### src/rtl/ysyx_24100006_stage_fifo.sv
// Inter-stage pipeline buffer with valid/ready handshake, flush and redirect squash.
// Optional STAGE_FIFO_PERF_EN adds stall/bubble performance counters.
module ysyx_24100006_stage_fifo #(
  parameter int DATA_W = 64,
  parameter int DEPTH  = 2,
  parameter int PTR_W  = $clog2(DEPTH),
  parameter int CNT_W  = $clog2(DEPTH + 1)
) (
  input  logic              clk,
  input  logic              reset,
  input  logic              in_valid,
  output logic              in_ready,
  input  logic [DATA_W-1:0] in_data,
  input  logic              in_redir,
  output logic              out_valid,
  input  logic              out_ready,
  output logic [DATA_W-1:0] out_data,
  output logic              out_redir,
  input  logic              flush_i,
  output logic [CNT_W-1:0]  count_o
`ifdef STAGE_FIFO_PERF_EN
  ,
  output logic [31:0]       stall_cnt_o,
  output logic [31:0]       bubble_cnt_o
`endif
);

  localparam logic [PTR_W-1:0] LAST = PTR_W'(DEPTH - 1);
  localparam logic [CNT_W-1:0] FULL = CNT_W'(DEPTH);

  logic [DATA_W-1:0] mem [DEPTH];
  logic [DEPTH-1:0]  redir_q;
  logic [PTR_W-1:0]  rd_ptr;
  logic [PTR_W-1:0]  wr_ptr;
  logic [PTR_W-1:0]  rd_next;
  logic [PTR_W-1:0]  wr_next;
  logic [CNT_W-1:0]  count;
  logic              push;
  logic              pop;
  logic              squash;

  // in_ready looks only at registered occupancy, so out_ready never reaches it.
  assign in_ready  = (count < FULL);
  assign out_valid = (count != '0);
  assign push      = in_valid & in_ready;
  assign pop       = out_valid & out_ready;
  assign out_data  = mem[rd_ptr];
  assign out_redir = redir_q[rd_ptr];
  assign squash    = pop & out_redir;
  assign count_o   = count;

  assign rd_next = (rd_ptr == LAST) ? '0 : rd_ptr + PTR_W'(1);
  assign wr_next = (wr_ptr == LAST) ? '0 : wr_ptr + PTR_W'(1);

  always_ff @(posedge clk) begin
    if (reset) begin
      count   <= '0;
      rd_ptr  <= '0;
      wr_ptr  <= '0;
      redir_q <= '0;
      for (int i = 0; i < DEPTH; i++) begin
        mem[i] <= '0;
      end
    end else if (flush_i) begin
      count  <= '0;
      rd_ptr <= '0;
      wr_ptr <= '0;
    end else if (squash) begin
      // Everything behind the redirecting head is wrong-path; restart empty after it.
      count  <= '0;
      rd_ptr <= rd_next;
      wr_ptr <= rd_next;
    end else begin
      if (push) begin
        mem[wr_ptr]     <= in_data;
        redir_q[wr_ptr] <= in_redir;
        wr_ptr          <= wr_next;
      end
      if (pop) begin
        rd_ptr <= rd_next;
      end
      if (push && !pop) begin
        count <= count + CNT_W'(1);
      end else if (pop && !push) begin
        count <= count - CNT_W'(1);
      end
    end
  end

`ifdef STAGE_FIFO_PERF_EN
  // Counters survive flush on purpose; only reset clears them.
  always_ff @(posedge clk) begin
    if (reset) begin
      stall_cnt_o  <= '0;
      bubble_cnt_o <= '0;
    end else begin
      if (out_valid && !out_ready) begin
        stall_cnt_o <= stall_cnt_o + 32'd1;
      end
      if (!out_valid && out_ready) begin
        bubble_cnt_o <= bubble_cnt_o + 32'd1;
      end
    end
  end
`endif

endmodule
### config.mk
export PLATFORM = sky130hd
export DESIGN_NAME = ysyx_24100006_stage_fifo
export DESIGN_NICKNAME = d
export VERILOG_FILES = /design/src/rtl/ysyx_24100006_stage_fifo.sv
export SDC_FILE = /design/constraint.sdc
export NUM_CORES = 1
export LEC_CHECK = 0
export CORE_ASPECT_RATIO = 0.5
export CORE_MARGIN = 2
export CORE_UTILIZATION = 45
export DETAILED_ROUTE_END_ITERATION = 10
export PLACE_DENSITY = 0.76
export RECOVER_POWER = 50
export SLEW_MARGIN = 20
export SYNTH_ARGS = -nofsm -noshare
export SYNTH_HDL_FRONTEND = slang
export SYNTH_SLANG_ARGS = --single-unit
### constraint.sdc
create_clock -name clk -period 3.5 [get_ports clk]
set_input_delay 1.05 -clock clk [delete_from_list [all_inputs] [get_ports clk]]
set_output_delay 1.05 -clock clk [all_outputs]
set_load 0.02 [all_outputs]
== Yosys cells after proc, flatten, opt, wreduce, memory -nomap -nowiden ==
Memories as Yosys holds them, arrays and structs flattened. A register that Yosys moved wholly into a read port is not among the register bits.
Index checks and enable logic that the tools add are counted.

* Order comparisons: 4
* Mux-type cells: 25
* Bitwise gates (word level): 5
* Reduce and logical (&&, ||, !) cells: 13
* Add/subtract/negate cells: 4

{| class="wikitable"
|+ Operator list
! kind !! number
|-
| 64-bit two-way mux || 1
|-
| 64-bit OR reduction || 1
|-
| 1-bit two-way mux || 20
|-
| 2-bit nonzero test || 4
|-
| 1-bit by 2-bit less-than comparator with 1-bit output, second input constant || 2
|-
| 2-bit two-way mux || 2
|-
| 1-bit AND || 3
|-
| 1-bit logical AND || 3
|-
| 3-bit AND reduction || 1
|-
| 3-bit OR reduction || 1
|-
| 1-bit adder, second input constant || 2
|-
| 2-bit by 1-bit adder with 2-bit output, second input constant || 1
|-
| 2-bit bitwise mux || 1
|-
| 1-bit zero test || 2
|-
| 2-bit less-than comparator, second input constant || 1
|-
| 1-bit inverter || 2
|-
| 2-bit OR reduction || 1
|-
| 2-bit by 1-bit subtractor with 2-bit output, second input constant || 1
|-
| 1-bit demux with 1-bit select || 1
|-
| 1-bit greater-or-equal comparator, second input constant || 1
|}

* Output and inout port bits: 69
* Bits in writable memories: 128
* Register bits after elaboration: 6
* Memories kept: 1

{| class="wikitable"
|+ Memory list
! memory !! depth !! bits a word !! read ports !! clocked after memory_dff !! write ports !! RTL line !! source
|-
| mem || 2 || 64 || 1 || 1 || 2 || 31 || <nowiki>logic [DATA_W-1:0] mem [DEPTH];</nowiki>
|}

== Longest topological paths before layout ==
Gate-level depths: netlist of the first run.

* Depth in word-level cells: 9
* Gate-level depth with buffers: 7
* Gate-level depth less buffers: 6

== Worst setup path before layout of the first run ==
No wires, ideal clock.

* Kind: input to register
* Start: input in_valid
* End: memory mem[1][0], enable pin
* Setup slack: 0.020 ns
* Library setup time: 0.433 ns
* Stages: 4
* Data required time: 3.067 ns
* Arrival time: 3.047 ns
* Cells stage by stage: nor2b_1 > clkbuf_1 > o2111ai_1 > nand2b_1

{| class="wikitable"
|+ RTL lines
! element !! RTL line !! source
|-
| from (decl) || 11 || <nowiki>input logic in_valid,</nowiki>
|-
| to (decl) || 31 ||
|}

==> PnR_summary.wiki, run 1 <==
{| class="wikitable"
! Metric !! Value
|-
| Result of the run || finished clean
|-
| Final Net Count || 595
|-
| Setup clock skew after layout || 0.00827 ns
|-
| Synthesized instance count || 383
|-
| Clock slew seen by the registers of the worst setup and hold paths || 0.06 ns
|-
| Highest routed layer || met4
|-
| Cell type with the highest aggregate area in the netlist || edfxtp_1
|-
| Sequential area share after synthesis || 0.670
|-
| Clock Sinks || 135
|-
| Boundary pin count || 139
|-
| Async SR Flop Fraction || 0
|-
| Post-synth EDFFs || 128
|-
| Share of cells above drive strength 1 || 0.343
|-
| Number of failing hold endpoints at the final stage || 0
|-
| Tightest Pin Transition || 1.00 ns
|-
| Global-route wire length before repair || 17900 µm
|-
| Clock root buffer || clkbuf_16
|-
| Maximum resistive drop on vdd || 0.334 mV
|-
| Number of rows in the core area || 29
|-
| Max-cap check violation count || 0
|-
| Final Cycle Share || 0.907
|-
| Largest stage delay, worst path || 0.76 ns
|-
| Nature of the critical path startpoint || input port
|-
| Crit end category || flip-flop
|-
| Arrival time reported for the critical path endpoint || 3.45 ns
|-
| Number of optimization iterations in the first detailed-route pass || 4
|-
| Mean cell area of the mapped netlist || 15.5 µm²
|-
| Share of the synthesized area in the top cell type || 0.646
|-
| Total congestion overflow || 0
|-
| Buffers from clock root to sink, at most || 2
|-
| Power per standard cell area || 523 mW/mm²
|-
| Post-Route Setup TNS || 0 ns
|-
| Violation count after the first detailed-route iteration || 128
|-
| Critical path cell sequence || dlygate4sd3_1 -> or2_0 -> and4bb_2 -> buf_2 -> and2_2
|-
| Most used DFF post-synth || edfxtp_1
|-
| Initial antenna violation count || 0
|-
| Die outline width || 167 µm
|-
| Count of antenna diodes in the layout || 0
|-
| Via count of the first global-routing pass || 3586
|-
| # port buffers || 138
|-
| WS Path Type || in -> reg
|-
| Tot GR Track Use || 0.163
|-
| Wire length on met1 || 4870 µm
|-
| Total design power || 4250 µW
|-
| Pin count of the biggest net entering global routing || 65
|-
| Hold WC Path Type || reg -> reg
|-
| Insertion delay to the later sink of the worst-skew pair || 0.40 ns
|-
| Number of vias in the routed layout || 3375
|-
| # Post-CTS Setup Buffers || 0
|-
| Hpwl dp || 6890 µm
|-
| Unrepaired setup endpoints after global routing || false
|-
| Global placer's final weighted congestion || 0.743
|-
| Average vias per placed instance || 4.77
|-
| Chip Height || 85.3 µm
|-
| Post-CTS Hold Fix Bufs || 0
|-
| Area added between synthesis and finish || 36.6%
|-
| Most frequent cells after synthesis || edfxtp_1, and2_2, mux2_2, and2_1, clkbuf_1
|-
| Post-CTS Resized || 0
|-
| Setup violations, final || 0
|-
| Critical path's slowest cell || buf_2
|-
| Cell types with the largest area share after synthesis || edfxtp_1, mux2_2, and2_2
|-
| Detail Route Antenna Nets || 0
|-
| DR DRC count || 0
|-
| Total wirelength of the detailed-routed design || 11300 µm
|-
| Routed length on met2 || 5850 µm
|-
| Starting density of the core || 0.466
|-
| Count of H-tree levels built during CTS || 4
|-
| Post-route minimum period || 3.18 ns
|-
| Mean routed wirelength per cell || 15.9 µm
|-
| Post-synthesis instance area || 0.00595 mm²
|-
| Die area || 0.0142 mm²
|-
| Total of warnings raised by yosys || 0
|-
| CTS tree || yes
|-
| Post-synth net total || 454
|-
| Number of flip-flops and latches in the synthesized netlist || 135
|-
| TritonCTS buffer count || 17
|-
| Most frequently used cell type in the post-synthesis netlist || edfxtp_1
|-
| LEAKAGE || 0.00309 µW
|-
| Metal3 WL || 384 µm
|-
| Post-synth cell types || 25
|-
| Worst-path fanout max || 64
|-
| Max-slew violation total from the final report || 0
|-
| Count of cells along the worst register-to-register path || 5
|-
| Number of cells traversed by the worst hold path || 2
|-
| Achievable frequency || 315 MHz
|-
| Worst slew margin relative to its limit || 0.333
|-
| Core region area || 0.0128 mm²
|-
| Worst EP required || 3.77 ns
|}
[state kept, by name, indices dropped and copies added (netlist names), named ones only]
name and count:
wr_ptr 1, mem 128, count_o 2, rd_ptr 1, redir_q 2
[power by group]
part           internal (µW)  leakage [µW]  total, µW  switching, µW
sequential              1870       0.00140       1900           26.1
clock                   1190      0.000298       1830            638
combinational            277       0.00139        523            246
[cells in the final DEF, fill, tap and decap left out]
cell / instances
ha_1: 1
and4bb_2: 1
or2_2: 1
xnor2_1: 2
inv_1: 4
buf_2: 2
o32a_2: 1
o21ai_2: 1
clkinv_4: 4
or2_0: 1
clkinvlp_4: 1
clkbuf_4: 1
edfxtp_1: 128
xor2_1: 3
clkdlybuf4s50_1: 133
nor4b_4: 1
nor2b_1: 1
and2_1: 49
buf_4: 2
dfxtp_1: 6
and2_0: 3
clkinv_2: 3
dfxtp_2: 1
o2111ai_1: 1
clkbuf_16: 17
mux2i_1: 3
bufinv_16: 4
nor2_1: 7
clkbuf_1: 3
nand2b_4: 2
nor2_2: 1
nor3_1: 2
and2_2: 76
buf_12: 1
o211ai_1: 1
mux2_2: 64
dlygate4sd3_1: 5
[worst max-delay path: cells and delay by family]
kind                   cells  cell delay [ns]
buffers and inverters      2             1.36
and+or+nand+nor            3             1.02
[path summary, 6_finish.rpt]
kind                                  from          to  slack [ns]
worst max-delay path                 reset  mem[1][47]        0.32
worst min-delay path            redir_q[1]  redir_q[1]        0.51
worst max register to register      rd_ptr  mem[0][15]        1.05
worst min register to register  redir_q[1]  redir_q[1]        0.51
[routing by layer]
metal / global-route usage / vias up
met2: 0.293 / 64
met3: 0.0420 / 13
met4: 0.0541 / 0
met1: 0.195 / 1657
li1: - / 1641
met5: 0 / -
[cell type report]
| class | count | area (µm²) |
|---|---|---|
| clock buffer | 20 | 437 |
| clock inverter | 12 | 178 |
| fill | 952 | 4650 |
| inverter | 4 | 15.0 |
| multi-input combinational | 222 | 1860 |
| sequential | 135 | 3990 |
| tap | 170 | 213 |
| timing repair buffer | 144 | 1430 |
[per-stage QoR]
stage | hold slack (ns) | util | setup slack (ns) | instances | cell area (µm²)
global placement | 0.503 | 0.591 | 0.505 | 675 | 7550
detailed placement | 0.508 | 0.591 | 0.454 | 675 | 7550
CTS | 0.522 | 0.639 | 0.335 | 707 | 8170
floorplan | 0.463 | - | 0.0200 | 383 | 5950
finish | 0.514 | 0.636 | 0.324 | 707 | 8130
global route | 0.576 | 0.636 | 0.147 | 707 | 8130
[logic make-up after synthesis]
kind of cell / synth area share
xor gates and xnor gates: 0.00737
buffers and inverters: 0.0191
adders and majority gates: 0.00210
AOI/OAI and AO/OA: 0.00610
and+or+nand+nor: 0.169
DFF: 0.670
muxes: 0.126
(Power assumes the default switching activity.)
==> inputs of run 2 (changes only) <==
Clock period 3.5 ns to 2.6 ns, I/O delays scaled along.
==> run 2 against run 1 <==
Sequential share of layout area down 0.23 points; cell count is 1.3% higher; register-to-register slack lost 0.65 ns; clock skew fell by 0.0019 ns; count of clock-buffer cells in the layout unchanged; total power up 31%; sequential power up 34%; core utilization grew 0.34 points; design area up 0.54%; sequential cell count did not move; combinational power up 28%; non-clock buffer count up 10.
==> PnR_summary.wiki, run 2 (synthesized netlist as in run 1, its figures left out) <==
{| class="wikitable"
! Metric !! Value
|-
| Post-Route Setup TNS || 0 ns
|-
| Maximum resistive drop on vdd || 0.415 mV
|-
| Final instance count without filler cells || 716
|-
| Starting density of the core || 0.466
|-
| Core region area || 0.0128 mm²
|-
| Crit end category || primary output
|-
| Count of antenna diodes in the layout || 0
|-
| Pin count of the biggest net entering global routing || 63
|-
| Number of cells traversed by the worst hold path || 2
|-
| Number of rows in the core area || 29
|-
| Tot GR Track Use || 0.172
|-
| DR DRC count || 0
|-
| Power per standard cell area || 679 mW/mm²
|-
| Via count of the first global-routing pass || 3741
|-
| Leading cell type in the layout, fill and taps excluded || edfxtp_1
|-
| Violation count after the first detailed-route iteration || 171
|-
| Tightest Pin Transition || 0.730 ns
|-
| Placed Instances || 683
|-
| Flip-flop count of the largest register after layout || 128
|-
| Clock Sinks || 135
|-
| Setup violations, final || 0
|-
| Chip Height || 85.3 µm
|-
| Setup clock skew after layout || 0.00640 ns
|-
| Achievable frequency || 392 MHz
|-
| Die area || 0.0142 mm²
|-
| Arrival time reported for the critical path endpoint || 1.77 ns
|-
| Count of H-tree levels built during CTS || 4
|-
| CTS tree || yes
|-
| Clock root buffer || clkbuf_16
|-
| Count of cells along the worst register-to-register path || 4
|-
| LEAKAGE || 0.00329 µW
|-
| Global placer's final weighted congestion || 0.740
|-
| Detail Route Antenna Nets || 0
|-
| Nature of the critical path startpoint || flip-flop
|-
| Result of the run || finished clean
|-
| Worst-path fanout max || 14
|-
| Max-slew violation total from the final report || 0
|-
| Buffers from clock root to sink, at most || 2
|-
| WS Path Type || reg -> out
|-
| Biggest register || mem
|-
| Final Net Count || 605
|-
| Hpwl dp || 7410 µm
|-
| Share of cells above drive strength 1 || 0.346
|-
| Initial antenna violation count || 0
|-
| Final Cycle Share || 0.982
|-
| Total design power || 5550 µW
|-
| Number of optimization iterations in the first detailed-route pass || 4
|-
| Mean routed wirelength per cell || 16.6 µm
|-
| Hold WC Path Type || reg -> reg
|-
| Average vias per placed instance || 4.87
|-
| Placement-stage worst setup slack || 0.0484 ns
|-
| Post-CTS Hold Fix Bufs || 0
|-
| Unrepaired setup endpoints after global routing || false
|-
| Global-route wire length before repair || 18700 µm
|-
| Final worst slack || 0.0459 ns
|-
| TritonCTS buffer count || 17
|-
| Total congestion overflow || 0
|-
| Most frequent cells in the layout || edfxtp_1, and2_2, clkdlybuf4s50_1
|-
| Max-cap check violation count || 0
|-
| Worst slew margin relative to its limit || 0.508
|-
| Boundary pin count || 139
|-
| Post-route minimum period || 2.55 ns
|-
| Clock slew seen by the registers of the worst setup and hold paths || 0.05 ns
|-
| Die outline width || 167 µm
|-
| Number of failing hold endpoints at the final stage || 0
|-
| # port buffers || 138
|-
| Total wirelength of the detailed-routed design || 11900 µm
|-
| Insertion delay to the later sink of the worst-skew pair || 0.40 ns
|-
| Number of vias in the routed layout || 3489
|-
| Worst EP required || 1.82 ns
|-
| Area added between synthesis and finish || 37.4%
|}
==> run 2: power by group <==
group          internal (µW)  leakage (µW)  switching, µW  total (µW)
clock network           1490      0.000276            839        2330
logic                    336       0.00162            332         668
registers               2520       0.00140           37.7        2550
==> run 2: layout make-up <==
class	instances	area [µm²]
Sequential cell	135	3990
Clock buffer	20	437
Timing Repair Buffer	154	1510
Tap cell	170	213
Inverter	4	15.0
Fill cell	948	4600
Clock inverter	11	133
Multi-Input combinational cell	222	1870
==> run 2: per-layer routing <==
metal / wire length, µm / global-route usage / vias to the layer above
met3: 392 / 0.0378 / 17
met2: 6360 / 0.317 / 66
met5: 0 / 0 / -
met1: 4930 / 0.199 / 1738
met4: 188 / 0.0658 / 0
li1: - / - / 1668
==> run 2: worst max-delay path, stage by stage, from the launching register on <==
cell and delay (ns):
dfxtp_4 0.40, bufbuf_16 0.31, mux2_2 0.33, dlygate4sd2_1 0.33
==> run 2: what timing repair did <==
action	in CTS	in global routing
resized for setup	67	6
setup buffers	0	1
cloned	1	0
pin swaps	0	0
endpoints found under the setup margin	63	14
==> run 2: stage by stage <==
stage	hold WS [ns]	util	instance area, µm²
after floorplan	0.463	-	5950
after global placement	0.496	0.600	7660
after detailed placement	0.509	0.600	7660
after CTS	0.548	0.642	8200
after global routing	0.595	0.640	8170
final	0.569	0.640	8170
==> run 2: path summary, 6_finish.rpt <==
kind,from,endpoint,slack (ns)
setup / recovery,flip-flop,out_data[0],0.05
hold / removal,redir_q[1],redir_q[1],0.57
setup reg to reg,count_o[1],mem[1][11],0.40
hold reg to reg,redir_q[1],redir_q[1],0.57
==> inputs of run 3 (changes only) <==
Settings changed: CORE_UTILIZATION 45 to 40, PLACE_DENSITY 0.76 to 0.69.
==> run 3 against run 2 <==
Die area rose by 12%; largest cell class unchanged; combinational power shrank 1%; clock power down 3%; fmax is 1.1% higher; design area is essentially flat; critical endpoint is now out_data[13].
==> PnR_summary.wiki, run 3 (synthesized netlist as in run 1, its figures left out) <==
{| class="wikitable"
! Metric !! Value
|-
| Die area || 0.0159 mm²
|-
| Average vias per placed instance || 4.68
|-
| Via count of the first global-routing pass || 3801
|-
| Setup violations, final || 0
|-
| Global placer's final weighted congestion || 0.734
|-
| Number of optimization iterations in the first detailed-route pass || 4
|-
| Most frequent cells in the layout || edfxtp_1, and2_2, clkdlybuf4s50_1
|-
| Critical path cell sequence || buf_12 -> mux2_2 -> dlygate4sd2_1
|-
| Total wirelength of the detailed-routed design || 11500 µm
|-
| Arrival time reported for the critical path endpoint || 1.75 ns
|-
| Worst EP required || 1.82 ns
|-
| Final Cycle Share || 0.972
|-
| Hpwl dp || 7430 µm
|-
| Clock Sinks || 135
|-
| Post-Route Setup TNS || 0 ns
|-
| Tightest Pin Transition || 0.542 ns
|-
| Power per standard cell area || 671 mW/mm²
|-
| Violation count after the first detailed-route iteration || 157
|-
| Detail Route Antenna Nets || 0
|-
| Worst slew margin relative to its limit || 0.638
|-
| Critical path's slowest cell || mux2_2
|-
| Worst-path fanout max || 36
|-
| Placed Instances || 714
|-
| Pin count of the biggest net entering global routing || 50
|-
| Achievable frequency || 396 MHz
|-
| Die outline width || 176 µm
|-
| Largest stage delay, worst path || 0.38 ns
|-
| Insertion delay to the later sink of the worst-skew pair || 0.40 ns
|-
| Max-slew violation total from the final report || 0
|-
| Number of vias in the routed layout || 3491
|-
| TritonCTS buffer count || 17
|-
| Unrepaired setup endpoints after global routing || false
|-
| Setup clock skew after layout || 0.00844 ns
|-
| DR DRC count || 0
|-
| CTS tree || yes
|-
| Total congestion overflow || 0
|-
| # port buffers || 138
|-
| Max-cap check violation count || 0
|-
| Final Net Count || 606
|-
| Tot GR Track Use || 0.155
|-
| WS Path Type || reg -> out
|-
| Buffers from clock root to sink, at most || 2
|-
| Hold WC Path Type || reg -> reg
|-
| # Post-CTS Setup Buffers || 0
|-
| Result of the run || finished clean
|-
| Chip Height || 90.2 µm
|-
| Total design power || 5480 µW
|-
| Nature of the critical path startpoint || flip-flop
|-
| Final instance count without filler cells || 746
|-
| Worst Hold Margin || 0.502 ns
|-
| Crit end category || primary output
|-
| Post-route minimum period || 2.53 ns
|-
| Clock root buffer || clkbuf_16
|-
| Starting density of the core || 0.410
|-
| Share of cells above drive strength 1 || 0.349
|-
| Leading cell type in the layout, fill and taps excluded || edfxtp_1
|-
| Number of failing hold endpoints at the final stage || 0
|-
| Count of antenna diodes in the layout || 0
|-
| LEAKAGE || 0.00328 µW
|-
| Global-route wire length before repair || 18600 µm
|-
| Biggest register || mem
|-
| Maximum resistive drop on vdd || 0.473 mV
|-
| Initial antenna violation count || 0
|-
| Count of H-tree levels built during CTS || 4
|-
| Mean routed wirelength per cell || 15.4 µm
|-
| Clock slew seen by the registers of the worst setup and hold paths || 0.06 ns
|-
| Boundary pin count || 139
|-
| Area added between synthesis and finish || 37.3%
|-
| Number of rows in the core area || 31
|-
| Core region area || 0.0145 mm²
|-
| Flip-flop count of the largest register after layout || 128
|}
==> run 3: changes by cell type in the layout (fill, tap and decap cells not counted), sizes merged <==
cell,delta
clkinvlp,+2
clkdlybuf4s50,-1
dlygate4sd2,+9
dlymetal6s2s,-1
clkbuf,+1
bufinv,-1
bufbuf,-1
clkinv,+3
clkdlybuf4s15,-7
buf,-2
==> run 3: worst paths after layout <==
| check | startpoint | to | slack [ns] | cells past startpoint |
|---|---|---|---|---|
| setup reg to reg | rd_ptr | mem[0][34] | 0.65 | 6 |
| hold / removal | redir_q[1] | redir_q[1] | 0.50 | 2 |
| hold reg to reg | redir_q[1] | redir_q[1] | 0.50 | 2 |
| setup / recovery | flip-flop | out_data[13] | 0.07 | 3 |
==> run 3: worst max-delay path, delay by kind of cell (launching register included) <==
family / cells / cell delay [ns]
buffers and inverters: 2 / 0.58
flip-flops: 1 / 0.37
multiplexers: 1 / 0.38
==> run 3: cell type report <==
class | count | area, µm²
Fill cell | 1235 | 6340
Sequential cell | 135 | 3990
Multi-Input combinational cell | 222 | 1850
Timing Repair Buffer | 155 | 1500
Clock buffer | 17 | 425
Tap cell | 198 | 248
Clock inverter | 15 | 138
Inverter | 4 | 15.0
==> run 3: timing repair <==
| action | 4_1_cts | 5_1_grt |
|---|---|---|
| resized for setup | 64 | 0 |
| endpoints found under the setup margin | 64 | 0 |
| hold buffers | 0 | 0 |
==> run 3: per-stage QoR <==
step	utilization	instance area (µm²)	setup slack (ns)
2_1_floorplan	-	5950	0.0847
3_3_place_gp	0.533	7730	0.0534
3_5_place_dp	0.533	7730	0.0481
4_1_cts	0.566	8220	0.0491
5_1_grt	0.563	8170	0.0211
6_report	0.563	8170	0.0734
==> run 3: power breakdown <==
group	internal, µW	switching, µW
Sequential	2520	33.4
Combinational	330	331
Clock	1390	871
==> run 3: metal layers <==
metal / routed length [µm] / track usage / share of wire / up-vias
met3: 389 / 0.0402 / 0.034 / 22
li1: - / - / - / 1669
met4: 252 / 0.0696 / 0.022 / 0
met2: 6260 / 0.284 / 0.54 / 67
met1: 4600 / 0.169 / 0.40 / 1733
met5: 0 / 0 / 0 / -
